==> config.mk <==
export PLATFORM = sky130hd
export DESIGN_NAME = count_month
export DESIGN_NICKNAME = d
export VERILOG_FILES = /design/src/rtl/clock_pkg.sv /design/src/rtl/month_len_decode.sv /design/src/rtl/count_month.sv
export SDC_FILE = /design/constraint.sdc
export NUM_CORES = 1
export LEC_CHECK = 0
export ABC_AREA = 1
export BUFFER_PORTS_ARGS = -buffer_cell sky130_fd_sc_hd__buf_2
export CAP_MARGIN = 20
export CORE_AREA = 2 2 39 41
export CTS_CLUSTER_SIZE = 30
export DETAILED_ROUTE_END_ITERATION = 10
export DIE_AREA = 0 0 41 43
export PLACE_DENSITY = 0.61
export SKIP_LAST_GASP = 1
export SYNTH_ARGS = -nofsm -noshare
export SYNTH_HDL_FRONTEND = slang
export SYNTH_SLANG_ARGS = --single-unit
==> constraint.sdc <==
create_clock -name clk -period 1.7 [get_ports clk]
set_clock_uncertainty 0.15 [all_clocks]
set_input_delay 0.17 -clock clk [delete_from_list [all_inputs] [get_ports clk]]
set_output_delay 0.17 -clock clk [all_outputs]
set_load 0.005 [all_outputs]
==> src/rtl/clock_pkg.sv <==
// clock_pkg: shared BCD widths, month bounds and month-length class encoding
package clock_pkg;
    localparam int UNIT_W = 4;
    localparam int TEN_W = 1;
    localparam logic [7:0] MONTH_MIN = 8'h01;
    localparam logic [7:0] MONTH_MAX = 8'h12;
    localparam int DEC_TEN = 1;
    localparam int DEC_UNIT = 2;
    typedef enum logic [1:0] {
        LEN_NONE,
        LEN_31,
        LEN_30,
        LEN_FEB
    } month_len_e;
endpackage

==> src/rtl/month_len_decode.sv <==
// month_len_decode: BCD month -> 31/30/February class flags plus validity
module month_len_decode
    import clock_pkg::*;
#(
    parameter int UW = UNIT_W,
    parameter int TW = TEN_W
) (
    input  logic [TW-1:0] i_ten,
    input  logic [UW-1:0] i_unit,
    output logic          o_to,
    output logic          o_t,
    output logic          o_tn,
    output logic          o_valid
);
    logic       w_lo;
    logic       w_hi;
    month_len_e w_class;
    // 01..09 and 10..12 are the only legal codes; anything else reports no class
    always_comb begin
        w_lo    = (i_ten == '0) && (i_unit != '0) && (i_unit <= UW'(9));
        w_hi    = (i_ten == TW'(DEC_TEN)) && (i_unit <= UW'(DEC_UNIT));
        o_valid = w_lo | w_hi;
        w_class = !o_valid ? LEN_NONE :
                  w_hi ? ((i_unit == UW'(1)) ? LEN_30 : LEN_31) :
                  (i_unit == UW'(2)) ? LEN_FEB :
                  ((i_unit == UW'(4)) || (i_unit == UW'(6)) || (i_unit == UW'(9))) ? LEN_30 :
                  LEN_31;
        o_to    = (w_class == LEN_31);
        o_t     = (w_class == LEN_30);
        o_tn    = (w_class == LEN_FEB);
    end
endmodule

==> src/rtl/count_month.sv <==
// count_month: BCD month counter 01..12 with length-class flags and year pulse
module count_month
    import clock_pkg::*;
#(
    parameter int MAX_DISPLAY_UNIT = UNIT_W,
    parameter int MAX_DISPLAY_TEN  = TEN_W
) (
    input  logic                        clk,
    input  logic                        rst,
    input  logic                        en_m,
    input  logic                        up,
    input  logic                        down,
    output logic [MAX_DISPLAY_UNIT-1:0] month_unit,
    output logic [MAX_DISPLAY_TEN-1:0]  month_ten,
    output logic                        TO,
    output logic                        T,
    output logic                        TN,
    output logic                        pulse_m
);
    localparam logic [MAX_DISPLAY_TEN-1:0]  MIN_TEN  = MAX_DISPLAY_TEN'(MONTH_MIN[7:4]);
    localparam logic [MAX_DISPLAY_UNIT-1:0] MIN_UNIT = MAX_DISPLAY_UNIT'(MONTH_MIN[3:0]);
    localparam logic [MAX_DISPLAY_TEN-1:0]  MAX_TEN  = MAX_DISPLAY_TEN'(MONTH_MAX[7:4]);
    localparam logic [MAX_DISPLAY_UNIT-1:0] MAX_UNIT = MAX_DISPLAY_UNIT'(MONTH_MAX[3:0]);
    localparam logic [MAX_DISPLAY_UNIT-1:0] NINE     = MAX_DISPLAY_UNIT'(9);

    logic [MAX_DISPLAY_TEN-1:0]  r_month_ten;
    logic [MAX_DISPLAY_UNIT-1:0] r_month_unit;
    logic [MAX_DISPLAY_TEN-1:0]  w_ten_inc, w_ten_dec, w_ten_nxt;
    logic [MAX_DISPLAY_UNIT-1:0] w_unit_inc, w_unit_dec, w_unit_nxt;
    logic                        w_valid, w_is_max, w_is_min, w_inc, w_dec;

    month_len_decode #(
        .UW(MAX_DISPLAY_UNIT),
        .TW(MAX_DISPLAY_TEN)
    ) u_decode (
        .i_ten  (r_month_ten),
        .i_unit (r_month_unit),
        .o_to   (TO),
        .o_t    (T),
        .o_tn   (TN),
        .o_valid(w_valid)
    );

    // per-digit BCD increment/decrement with explicit carry/borrow and 12<->01 wrap
    always_comb begin
        w_is_max   = (r_month_ten == MAX_TEN) && (r_month_unit == MAX_UNIT);
        w_is_min   = (r_month_ten == MIN_TEN) && (r_month_unit == MIN_UNIT);
        w_ten_inc  = w_is_max ? MIN_TEN : (r_month_unit == NINE) ? r_month_ten + MAX_DISPLAY_TEN'(1) : r_month_ten;
        w_unit_inc = w_is_max ? MIN_UNIT : (r_month_unit == NINE) ? '0 : r_month_unit + MAX_DISPLAY_UNIT'(1);
        w_ten_dec  = w_is_min ? MAX_TEN : (r_month_unit == '0) ? r_month_ten - MAX_DISPLAY_TEN'(1) : r_month_ten;
        w_unit_dec = w_is_min ? MAX_UNIT : (r_month_unit == '0) ? NINE : r_month_unit - MAX_DISPLAY_UNIT'(1);
        w_inc      = en_m | (up & ~down);
        w_dec      = ~en_m & down & ~up;
        w_ten_nxt  = !w_valid ? MIN_TEN : w_inc ? w_ten_inc : w_dec ? w_ten_dec : r_month_ten;
        w_unit_nxt = !w_valid ? MIN_UNIT : w_inc ? w_unit_inc : w_dec ? w_unit_dec : r_month_unit;
    end

    // month register; an illegal code falls back to 01 on the next edge
    always_ff @(posedge clk) begin
        if (rst) begin
            r_month_ten  <= MIN_TEN;
            r_month_unit <= MIN_UNIT;
        end else begin
            r_month_ten  <= w_ten_nxt;
            r_month_unit <= w_unit_nxt;
        end
    end

    assign month_ten  = r_month_ten;
    assign month_unit = r_month_unit;
    assign pulse_m    = en_m & ~rst & w_valid & w_is_max;
endmodule
==> out/metrics.cfg <==
[placement]
gp_congestion=0.873
port-buffer-count=13
place.detailed.hpwl_microns=1000

[worst_hold_path]
hold_depth=3
hp-class=in -> reg

[timing]
tightest_slew_ns=0.335
fin_ws_ns=-0.0132
rsz0062_at_grt=yes
finalMaxSlewViolations=0
setup-violations-final=1
period_needed_ns=1.71
hold_viol_final=0
min_period_over_period_pct=101
slew_headroom_pct=77.7
maxClockFrequency_mhz=584
whs_ns=0.0484

[route]
ant_nets=0
drc=0
routedWlPerCell_microns=10.7
vias=616
via_per_inst=5.05
drt-total-wl_microns=1300
drt_iter0_markers=23
drt_first_pass_iters=4

[power]
powerDensity_nw_per_um2=1320
p_sw_share_pct=48.6
p_int_uw=490
p_switching_uw=464
ir_drop_uv=610
p_leak_uw=0.000353
p_comb_share_pct=61.4
power_frac_seq_pct=24.5
clkPwrFrac_pct=14.1

[global_routing]
grt_pass1_wl_microns=2230
gr-usage-all-layers_pct=18.0
met1_usage_pct=23.0
grt_antenna_before_repair=0
grtUsageMet2_pct=29.4
grt-busiest-layer=met2
grt_pass1_vias=540
grt_max_degree=8
overflow=0
grtUsageMet3_pct=3.14

[floorplan]
dieArea_sq_um=1760
rows=14
start_util_pct=36.9
core_sq_um=1380
die_h_microns=43
fp.dieW_microns=41
ios=14

[layout]
drive_gt1_share_pct=48.1
nNetsFinal=112
n_antenna_cell=0
final_util_pct=52.3
syn2layout_area_growth_pct=41.7

[synthesis]
ys.warnings.count=0
synth_commonest_cells=nand2_1 (14), nor2_1 (14), inv_1 (12)
synth_top_area_cell=dfxtp_1
async_flop_share_pct=0
syn_inst=85
yosysTopAreaCellShare_pct=19.6
synth_edf_count=0
avgSynthCellArea_sq_um=6.01
syn_area_sq_um=510
synth-seq-cells=5
synth_nets=90
synth_cell_types=20
yosys-top-cells-area=dfxtp_1 (20%), nand2_1 (10%), nor2_1 (10%)
synth_ff_type=dfxtp_1
yosysSeqAreaShare_pct=19.6

[cts]
cts_tree=done
cts_buffers=3
clock_sinks=5
h-tree-depth=1
clkTransAtPathRegs_ns=0.04
insertion_delay_ns=0.24
clock-root-buffer=clkbuf_4
cts_buffer_depth=2

[setup_path]
required_ns=1.38
arrival_ns=1.39
cp_max_fo=6
crit_path_end_kind=output pin
critPathKind=reg -> out
startpoint_type=flip-flop
reg2reg_depth=8

[run]
max_cap_viol_count=0

[outcome]
status=finished, violations left
violations=negative setup slack

power by group through the flow:
stage,Clock (uW),Sequential (uW),Combinational [uW]
after CTS,143,212,505
after detailed placement,0,208,494
final,135,233,586
after global placement,0,206,497
after floorplan,0,199,364
after global routing,153,240,651
cell type report:
class                   count  area (sq um)
clock buffers               4          26.3
fillers                   140           661
inverters                  14          52.6
multi-input cells          65           409
flip-flops and latches      5           113
well taps                  16          20.0
repair buffers             18           103
sequential cells by signal, summed over array words and instances, names as in the netlist:
name and flops:
month_unit 4, month_ten 1
path summary, 6_finish.rpt:
path | start | end | slack, ns
setup / recovery | month_unit[3] | pulse_m | -0.01
hold / removal | rst | month_unit[0] | 0.05
setup reg to reg | month_unit[3] | month_unit[1] | 0.16
hold reg to reg | month_unit[3] | month_unit[3] | 0.43
critical path: stages, from the launching register on:
cell     delay (ns)
dfxtp_4        0.36
nor2_4         0.19
nand3_4        0.10
nand2_2        0.10
inv_2          0.06
nor4_2         0.19
buf_2          0.14
cells in the final DEF, fill, tap and decap left out:
master / n
buf_2: 13
dfxtp_4: 3
nand4_1: 1
nand2_1: 11
xor2_1: 2
clkbuf_1: 1
nand3_1: 8
nor2_1: 10
nor4_2: 1
o21ai_0: 3
nand2_4: 1
inv_2: 4
dfxtp_1: 1
nor2_2: 4
nor3_2: 1
a31oi_1: 1
nand3_2: 4
a21oi_1: 3
nor2_4: 3
nand3_4: 2
o21ai_1: 3
nand2_2: 4
buf_4: 5
dfxtp_2: 1
nor3_1: 1
o21ai_2: 2
inv_1: 10
clkbuf_4: 3
through the flow:
step	power (uW)	cell area, sq um	setup WS (ns)	TNS, ns	cells
CTS	860	648	-0.0360	-0.0587	121
detailed placement	702	599	0.0811	0	115
global placement	704	599	0.111	0	115
finish	954	723	-0.0132	-0.0132	122
global route	1040	723	-0.0790	-0.213	122
floorplan	563	510	0.307	0	85
what timing repair did:
| item | in CTS | in global routing |
|---|---|---|
| buffers inserted | 2 | 1 |
| setup endpoints to repair | 3 | 3 |
| pin swaps | 1 | 8 |
| cloned | 0 | 0 |
| gates resized for setup | 5 | 20 |
| hold buffers | 0 | 0 |
logic make-up (layout without fill, tap and decap cells):
family / after synthesis / count (layout) / share of synthesized area (%)
buffers and inverters: 15 / 36 / 12.5
AO/OA/AOI/OAI: 12 / 12 / 12.7
XOR/XNOR: 2 / 2 / 3.43
flip-flops: 5 / 5 / 19.6
AND/OR/NAND/NOR: 51 / 51 / 51.7
routing by layer:
layer	routed length (microns)	up-vias
met3	44	2
met1	590	284
met5	0	-
met4	8	0
li1	-	318
met2	658	12
Note: power is estimated with default switching activity, not from simulation.
